[config.mk]
export PLATFORM = sky130hd
export DESIGN_NAME = core_csr_counters
export DESIGN_NICKNAME = d
export VERILOG_FILES = /design/src/rtl/core_pkg.sv /design/src/rtl/core_csr_counter.sv /design/src/rtl/core_csr_counters.sv
export SDC_FILE = /design/constraint.sdc
export NUM_CORES = 2
export LEC_CHECK = 0
export CAP_MARGIN = 20
export CORE_MARGIN = 10
export CORE_UTILIZATION = 50
export CTS_BUF_LIST = sky130_fd_sc_hd__clkbuf_4 sky130_fd_sc_hd__clkbuf_8
export DETAILED_ROUTE_END_ITERATION = 10
export PLACE_DENSITY = 0.67
export REMOVE_ABC_BUFFERS = 1
export SKIP_CTS_REPAIR_TIMING = 1
export SYNTH_ARGS = -nofsm -noshare
export SYNTH_HDL_FRONTEND = slang
export SYNTH_SLANG_ARGS = --single-unit
[constraint.sdc]
create_clock -name clk -period 13.5 [get_ports clk]
set_clock_uncertainty 0.05 [all_clocks]
set_input_delay 4.05 -clock clk [delete_from_list [all_inputs] [get_ports clk]]
set_output_delay 4.05 -clock clk [all_outputs]
set_load 0.05 [all_outputs]
[src/rtl/core_pkg.sv]
// LETC core shared types and CSR address map.
// Privilege modes, counter CSR addresses and the decoded-access bundle.
package core_pkg;

  typedef enum logic [1:0] {
    PRV_U = 2'd0,
    PRV_S = 2'd1,
    PRV_M = 2'd3
  } prv_mode_t;

  localparam logic [11:0] CSR_SCOUNTEREN    = 12'h106;
  localparam logic [11:0] CSR_MCOUNTEREN    = 12'h306;
  localparam logic [11:0] CSR_MCOUNTINHIBIT = 12'h320;
  localparam logic [11:0] CSR_MHPMEVENT3    = 12'h323;
  localparam logic [11:0] CSR_MCYCLE        = 12'hB00;
  localparam logic [11:0] CSR_MINSTRET      = 12'hB02;
  localparam logic [11:0] CSR_MHPMCOUNTER3  = 12'hB03;
  localparam logic [11:0] CSR_MCYCLEH       = 12'hB80;
  localparam logic [11:0] CSR_CYCLE         = 12'hC00;
  localparam logic [11:0] CSR_CYCLEH        = 12'hC80;

  typedef enum logic [2:0] {
    CLS_NONE,
    CLS_SCEN,
    CLS_MCEN,
    CLS_MCFG,
    CLS_MCNT,
    CLS_UCNT
  } csr_cls_e;

  typedef struct packed {
    csr_cls_e   cls;
    logic       vld;
    logic       hi;
    logic [4:0] idx;
  } cnt_acc_t;

  function automatic logic [31:0] cnt_impl_mask(int unsigned num_hpm);
    logic [31:0] m;
    m = 32'h5;
    for (int i = 0; i < 29; i++)
      if (i < int'(num_hpm)) m[i+3] = 1'b1;
    return m;
  endfunction

endpackage

[src/rtl/core_csr_counter.sv]
// One CNT_WIDTH counter with per-half 32-bit writes.
// A write to either half wins over the increment for that cycle.
module core_csr_counter #(
  parameter int unsigned W = 64
) (
  input  logic         clk,
  input  logic         rst_n,
  input  logic         inc_en,
  input  logic         wr_lo,
  input  logic         wr_hi,
  input  logic [31:0]  wr_data,
  output logic [W-1:0] cnt,
  output logic         wrap
);

  logic [W-1:0] cnt_q, cnt_d;
  logic [63:0]  lo_ld, hi_ld;

  always_comb begin
    lo_ld        = 64'(cnt_q);
    lo_ld[31:0]  = wr_data;
    hi_ld        = 64'(cnt_q);
    hi_ld[63:32] = wr_data;
    wrap         = 1'b0;
    cnt_d        = cnt_q;
    if (wr_lo) begin
      cnt_d = W'(lo_ld);
    end else if (wr_hi) begin
      cnt_d = W'(hi_ld);
    end else if (inc_en) begin
      cnt_d = cnt_q + 1'b1;
      wrap  = &cnt_q;
    end
  end

  always_ff @(posedge clk or negedge rst_n) begin
    if (!rst_n) cnt_q <= '0;
    else        cnt_q <= cnt_d;
  end

  assign cnt = cnt_q;

endmodule

[src/rtl/core_csr_counters.sv]
// Counter/timer CSR bank: mcycle, minstret, mhpmcounters,
// their event selectors, inhibit and enable masks.
module core_csr_counters
  import core_pkg::*;
#(
  parameter int unsigned NUM_HPM    = 4,
  parameter int unsigned CNT_WIDTH  = 64,
  parameter int unsigned NUM_EVENTS = 8
) (
  input  logic                  clk,
  input  logic                  rst_n,
  input  logic [11:0]           csr_sel,
  input  logic                  csr_rd_en,
  input  logic                  csr_wr_en,
  input  logic [31:0]           csr_wr_data,
  input  prv_mode_t             prv_mode,
  output logic                  csr_hit,
  output logic [31:0]           csr_rd_data,
  output logic                  csr_illegal,
  input  logic                  event_retire,
  input  logic [NUM_EVENTS-1:0] hpm_events,
  output logic                  hpm_ovf_pending
);

  localparam int unsigned NCNT = 2 + NUM_HPM;
  localparam logic [31:0] IMPL = cnt_impl_mask(NUM_HPM);

  cnt_acc_t acc;
  logic     ill, wr_ok, cnt_wr;

  logic [31:0] inh_q, inh_d;
  logic [31:0] mcen_q, mcen_d;
  logic [31:0] scen_q, scen_d;
  logic [7:0]  evt_sel_q [NUM_HPM];
  logic [7:0]  evt_sel_d [NUM_HPM];
  logic [NUM_HPM-1:0] of_q, of_d;

  logic [CNT_WIDTH-1:0] cnt_w [NCNT];
  logic [NCNT-1:0]      wrap_w;
  logic [63:0]          cnt_ext [32];
  logic [255:0]         ev_ext;

  // Selector 0 maps to a hard zero so it can never count.
  assign ev_ext = 256'({hpm_events, 1'b0});

  always_comb begin
    acc     = '0;
    acc.idx = csr_sel[4:0];
    acc.hi  = csr_sel[7];
    acc.vld = (csr_sel[6:5] == 2'b00);
    unique case (1'b1)
      csr_sel == CSR_SCOUNTEREN: acc.cls = CLS_SCEN;
      csr_sel == CSR_MCOUNTEREN: acc.cls = CLS_MCEN;
      csr_sel[11:5] == CSR_MCOUNTINHIBIT[11:5]:
        acc.cls = CLS_MCFG;
      csr_sel[11:8] == CSR_MCYCLE[11:8] &&
        csr_sel[7:0] < 8'hA0:
        acc.cls = CLS_MCNT;
      csr_sel[11:8] == CSR_CYCLE[11:8] &&
        csr_sel[7:0] < 8'hA0:
        acc.cls = CLS_UCNT;
      default: acc.cls = CLS_NONE;
    endcase
  end

  always_comb begin
    ill = 1'b0;
    case (acc.cls)
      CLS_SCEN: ill = (prv_mode == PRV_U);
      CLS_MCEN, CLS_MCFG, CLS_MCNT:
        ill = (prv_mode != PRV_M);
      CLS_UCNT:
        ill = csr_wr_en
            | ((prv_mode != PRV_M) & ~mcen_q[acc.idx])
            | ((prv_mode == PRV_U) & ~scen_q[acc.idx]);
      default: ill = 1'b0;
    endcase
  end

  assign csr_hit     = (acc.cls != CLS_NONE);
  assign csr_illegal = ill & csr_hit & (csr_rd_en | csr_wr_en);
  assign wr_ok       = csr_wr_en & csr_hit & ~csr_illegal;
  assign cnt_wr      = wr_ok & (acc.cls == CLS_MCNT) & acc.vld;

  for (genvar k = 0; k < NCNT; k++) begin : g_cnt
    localparam int unsigned IDX = (k == 0) ? 0 : (k == 1) ? 2 : k + 1;
    logic inc;
    if (k == 0) begin : g_cyc
      assign inc = ~inh_q[0];
    end else if (k == 1) begin : g_ret
      assign inc = event_retire & ~inh_q[2];
    end else begin : g_hpm
      assign inc = ev_ext[evt_sel_q[k-2]] & ~inh_q[IDX];
    end
    core_csr_counter #(.W(CNT_WIDTH)) u_cnt (
      .clk     (clk),
      .rst_n   (rst_n),
      .inc_en  (inc),
      .wr_lo   (cnt_wr & ~acc.hi & (acc.idx == 5'(IDX))),
      .wr_hi   (cnt_wr &  acc.hi & (acc.idx == 5'(IDX))),
      .wr_data (csr_wr_data),
      .cnt     (cnt_w[k]),
      .wrap    (wrap_w[k])
    );
  end

  always_comb begin
    inh_d     = inh_q;
    mcen_d    = mcen_q;
    scen_d    = scen_q;
    evt_sel_d = evt_sel_q;
    of_d      = of_q;
    if (wr_ok) begin
      case (acc.cls)
        CLS_SCEN: scen_d = csr_wr_data & IMPL;
        CLS_MCEN: mcen_d = csr_wr_data & IMPL;
        CLS_MCFG:
          if (acc.idx == 5'd0) inh_d = csr_wr_data & IMPL;
        default: ;
      endcase
    end
    // A wrap in the same cycle as a software OF clear keeps OF set.
    for (int j = 0; j < int'(NUM_HPM); j++) begin
      if (wr_ok && acc.cls == CLS_MCFG && acc.idx == 5'(j + 3)) begin
        evt_sel_d[j] = csr_wr_data[7:0];
        of_d[j]      = csr_wr_data[31];
      end
      if (wrap_w[j+2]) of_d[j] = 1'b1;
    end
  end

  always_ff @(posedge clk or negedge rst_n) begin
    if (!rst_n) begin
      inh_q     <= '0;
      mcen_q    <= '0;
      scen_q    <= '0;
      evt_sel_q <= '{default: '0};
      of_q      <= '0;
    end else begin
      inh_q     <= inh_d;
      mcen_q    <= mcen_d;
      scen_q    <= scen_d;
      evt_sel_q <= evt_sel_d;
      of_q      <= of_d;
    end
  end

  always_comb begin
    for (int i = 0; i < 32; i++) cnt_ext[i] = '0;
    cnt_ext[0] = 64'(cnt_w[0]);
    cnt_ext[2] = 64'(cnt_w[1]);
    for (int j = 0; j < int'(NUM_HPM); j++)
      cnt_ext[j+3] = 64'(cnt_w[j+2]);
  end

  always_comb begin
    csr_rd_data = '0;
    case (acc.cls)
      CLS_SCEN: csr_rd_data = scen_q;
      CLS_MCEN: csr_rd_data = mcen_q;
      CLS_MCFG: begin
        if (acc.idx == 5'd0) csr_rd_data = inh_q;
        for (int j = 0; j < int'(NUM_HPM); j++)
          if (acc.idx == 5'(j + 3))
            csr_rd_data = {of_q[j], 23'b0, evt_sel_q[j]};
      end
      CLS_MCNT, CLS_UCNT:
        if (acc.vld)
          csr_rd_data = acc.hi ? cnt_ext[acc.idx][63:32]
                               : cnt_ext[acc.idx][31:0];
      default: csr_rd_data = '0;
    endcase
  end

  assign hpm_ovf_pending = |of_q;

endmodule

After elaboration in Yosys (flattened, before gate mapping)
Cells that the tools add are included.
W data, S select, Z words.
{ "word_totals": {"reg_bits": 438, "in_bits": 59, "output_inout_bits": 35, "word_cells": 216} }
{ "op_classes": {"add_sub_neg": 6, "order_cmp": 7, "n_eq_ne": 24, "muxes": 63, "n_bitwise": 46, "reduce_logical": 47} }
{ "op_table": {"columns": ["operator", "n"], "rows": [
  ["$mux W64", 14],
  ["$add A64 B1 Y64 const B", 6],
  ["$mux W32", 12],
  ["$bmux W64 S5", 1],
  ["$reduce_and A64 Y1", 4],
  ["$pmux W32 S4", 1],
  ["$lt A8 B9 Y1 const B", 4],
  ["$bmux W1 S8", 4],
  ["$reduce_and A2 Y1", 14],
  ["$reduce_bool A2 Y1", 14],
  ["$and A1 B1 Y1", 27],
  ["$mux W1", 26],
  ["$ne A2 B1 Y1 const B", 8],
  ["$eq A5 B3 Y1 const B", 3],
  ["$not A1 Y1", 15],
  ["$pmux W3 S5", 1],
  ["$eq A12 B10 Y1 const B", 1],
  ["$eq A12 B9 Y1 const B", 1],
  ["$bmux W1 S5", 2],
  ["$eq A5 B2 Y1 const B", 2],
  ["$eq A4 B4 Y1 const B", 2],
  ["$lt A8 B8 Y1 const B", 1],
  ["$eq A7 B5 Y1 const B", 1],
  ["$logic_and A1 B1 Y1", 7],
  ["17 further kinds", 22]
]} }

Depth between registers and ports, before layout
{ "logic_depth": {"word_depth": 18, "ltp_mapped": 11, "depth_no_buf": 7} }

Cells and area by module
Synthesis repeated with hierarchy kept, for this count alone.
{ "unflattened": {"hier_cells": 3922, "hier_area_um2": 31893.1} }
{ "modules_own_cells": {"columns": ["mod", "instances", "cells_each", "area_each_um2", "seq_area_each_um2"], "rows": [
  ["core_csr_counter", 6, 521, 4164.0, 1601.5],
  ["core_csr_counters", 1, 796, 6909.1, 1351.3]
]} }

Least setup slack after synthesis
Ideal clock, no wire load.
{ "synth_timing": {"path_type": "in2out", "startpoint": "input port csr_sel[1]", "endpoint": "output port csr_rd_data[0]", "arrival_ns": 6.824, "t_required_ns": 9.400, "setup_slack_ns": 2.576, "stages": 10, "path_buffers": 4, "path_cell_list": "buf_2 > buf_2 > buf_1 > buf_1 > mux2i_1 > nor2_1 > a21oi_1 > o221ai_1 > o21ai_0 > o21ai_0"} }
{ "synth_between": {"elab_chain_cells": 7, "word_cells_on_any_way": 29, "cone_classes": "order compare (1); eq/ne (11); mux (12); bitwise (1); reduce/logical (4)"} }
{ "synth_lines": {"columns": ["element", "line_no", "text"], "rows": [
  ["start: declaration", "core_csr_counters.sv:12", "input logic [11:0] csr_sel,"],
  ["branches (longest 6 deep; another with $lt A8 B8 Y1)", null, null],
  ["$pmux W32 S4 *", "core_csr_counters.sv:158", "case (acc.cls)"],
  ["end: declaration", "core_csr_counters.sv:18", "output logic [31:0] csr_rd_data,"]
]} }
Every way passes the cells marked *. The select of a mux whose other input is x is not followed.

Worst setup path in the final report
{ "layout_timing": {"startpoint": "input port csr_sel[3]", "endpoint": "output port csr_rd_data[4]"} }
The elaborated chain is that of the path after synthesis.

==> results.cfg <==
[detailed_routing]
vias = 32000
first_pass_iters = 6
routed_wl_microns = 132000
ant_nets = 0
viasPerCell = 6.96
wl_met2_microns = 54900
m1WireLength_microns = 51600
dr_wl_met3_microns = 16100
highest_layer = met4
drc_errors = 0
wire_per_inst_microns = 28.7
drt_iter0_markers = 4358

[critical_path]
cpMostUsedCell = clkdlybuf4s50_1
crit_chain = clkdlybuf4s50_1, nor3_1, and2_1, a222oi_1, a21oi_1, a221oi_1, o31ai_1, clkdlybuf4s50_1
startpoint_type = primary input
slowest_stage = clkdlybuf4s50_1
reg2reg_from = evt_sel_q[9]
crit_required_ps = 9400
max_stage_delay_ps = 890
critPathMaxFanout = 12
regToRegEndpoint = of_q[2]
setup.worst_path.class = in -> out
cp.arrival_ps = 7620
reg2regPathDepth = 7
crit_path_end_kind = output port
r2r_slack_ps = 9950

[floorplanning]
fp.dieH_microns = 267
coreArea_sq_mm = 0.0602
pin_count = 94
die_area_sq_mm = 0.0711
placementRows = 90
die_w_microns = 267
initial_core_util_pct = 50.5

[timing]
min_period_ps = 11720
fmaxAchievable_mhz = 85.3
maxSlewHeadroom_pct = 23.2
fin_crit_sh_pct = 86.8
tns_ps = 0
final-hold-violation-count = 0
timing.final.ws_setup_ps = 1780
setup_violations = 0
final_max_slew_viol_count = 0
worst_slew_pin_slew_ps = 1140
rsz0062_at_grt = no

[pwr]
clockPowerShare_pct = 45.7
comb_power_share_pct = 10.2
p_per_area_mw_per_mm2 = 93.7
p_int_uw = 2270
swShare_pct = 28.9
p_leak_uw = 0.0131
seq_power_share_pct = 44.1
ir_drop_uv = 81.3
switchingPower_uw = 920

[yosys]
yosysSeqAreaShare_pct = 36.1
avgSynthCellArea_sq_um = 8.14
yosysTopAreaCellShare_pct = 36.1
synth_top_area_cell = dfrtp_1
yosys.area_share.simple_pct = 27.9
synth.most_common_cell = dfrtp_1
synth_cells = 3733
synthXorXnorAreaFrac_pct = 3.60
synthAdderAreaFrac_pct = 0.247
synth_enable_flop_cells = 0
synth_ff_type = dfrtp_1
synth_cell_types = 87
synthTopCellsByArea = dfrtp_1 (36%), nand2_1 (5.3%), mux2i_1 (4.9%)
synth_top_family_by_area = simple AND/OR/NAND/NOR gates
synth_seq_cells = 438
yosys-top-cells-count = dfrtp_1 (438), nand2_1 (431), nor2_1 (347), o21ai_0 (224), clkbuf_1 (222)
ys_warn_count = 0
ys_async_sr_fraction_pct = 100
synth_mux_area_share_pct = 7.38
synth_compound_area_share_pct = 20.4
synth_area_sq_mm = 0.0304

[global_routing]
antenna_found_initial = 3
grt_start_max_net_pins = 99
grt-ovfl-total = 0
grt_util_all_layers_pct = 36.0
grt_pass1_vias = 29400
grt_pass1_wl_microns = 193000

[place]
post-place-ws_ps = 1940
post-dp-hpwl_microns = 91200
portBuffers = 93
gp_congestion = 1.05

[finish]
drive_above_1_share_pct = 11.0
final_util_pct = 56.4
syn2layout_area_growth_pct = 11.8
fin_nets = 3806

[clocking]
cts_made_buffers = 84
cts_sinks = 438
clockBufferDepth = 3
htreeDepth = 3
clkLatencyLatePin_ps = 710
root_buffer = clkbuf_8
clk_pin_slew_ps = 60
tritoncts = done

[flow_run]
max_cap_violations = 0

[outcome]
outcome = finished clean

[worst_hold_path]
hold_depth = 1
hold_class = reg -> reg
min_from = scen_q[5]
hold_path_end = scen_q[5]
-- layout make-up --
cell class	instances	area, sq um
clock buffers	135	1680
flip-flops and latches	438	11000
repair buffers	202	1780
multi-input cells	2951	18200
fillers	5633	26200
diodes	4	10.0
well taps	782	978
inverters	64	240
clock inverters	15	131
-- power groups by stage --
stage               clock network, uW  logic [uW]  registers, uW
global placement                    0         310           1430
floorplan                           0         122           1410
global route                     1520         339           1410
CTS                              1460         314           1400
detailed placement                  0         313           1430
finish                           1460         324           1410
-- layer usage --
layer | GRT usage (%) | up-vias
met2 | 51.6 | 2103
met4 | 22.9 | 0
met5 | 0 | -
li1 | - | 14000
met1 | 47.6 | 15400
met3 | 9.58 | 440
-- cell usage in the layout (no fill, tap or decap), types with 110 or more instances in the layout --
cell,instances
nor3_1,185
nand4_1,120
nor4_1,110
o21ai_0,224
nor2_1,345
nand3_1,166
a21oi_1,185
nand2_1,431
mux2i_1,150
xnor2_1,118
dfrtp_1,438
-- sequential cells by signal (all words and copies together), names as in the netlist --
| signal | cells |
|---|---|
| evt_sel_q | 32 |
| g_cnt.u_cnt.cnt | 384 |
| inh_q | 6 |
| mcen_q | 6 |
| of_q | 4 |
| scen_q | 6 |
-- kinds of logic after synthesis --
| family | Yosys count |
|---|---|
| AND/OR/NAND/NOR | 1675 |
| multiplexers | 214 |
| flip-flops | 438 |
| AO/OA/AOI/OAI | 931 |
| buffers and inverters | 344 |
| adder cells (fa/ha/maj) | 6 |
| XOR/XNOR | 125 |
-- worst max path at each step --
stage,startpoint,end,depth (start not counted)
4_1_cts,csr_sel[3],csr_rd_data[4],8
2_1_floorplan,csr_sel[1],csr_rd_data[4],4
3_3_place_gp,csr_sel[3],csr_rd_data[2],7
3_5_place_dp,csr_sel[3],csr_rd_data[4],8
6_report,csr_sel[3],csr_rd_data[4],8
5_1_grt,csr_sel[3],csr_rd_data[4],8
-- worst max-delay path, delay by kind of cell --
family,cells,cell delay (ps)
AOI/OAI and AO/OA,4,680
buffers and inverters,2,1510
and+or+nand+nor,2,1380
-- per-stage QoR --
step / hold slack, ps / total power [uW] / instances / instance area (sq um)
detailed placement: 457 / 1740 / 4432 / 32100
global route: 483 / 3270 / 4589 / 34000
CTS: 470 / 3180 / 4582 / 33900
floorplan: 424 / 1530 / 3453 / 29300
global placement: 442 / 1740 / 4432 / 32100
finish: 468 / 3190 / 4591 / 34000
No activity file was read; power rests on OpenSTA's default activity.
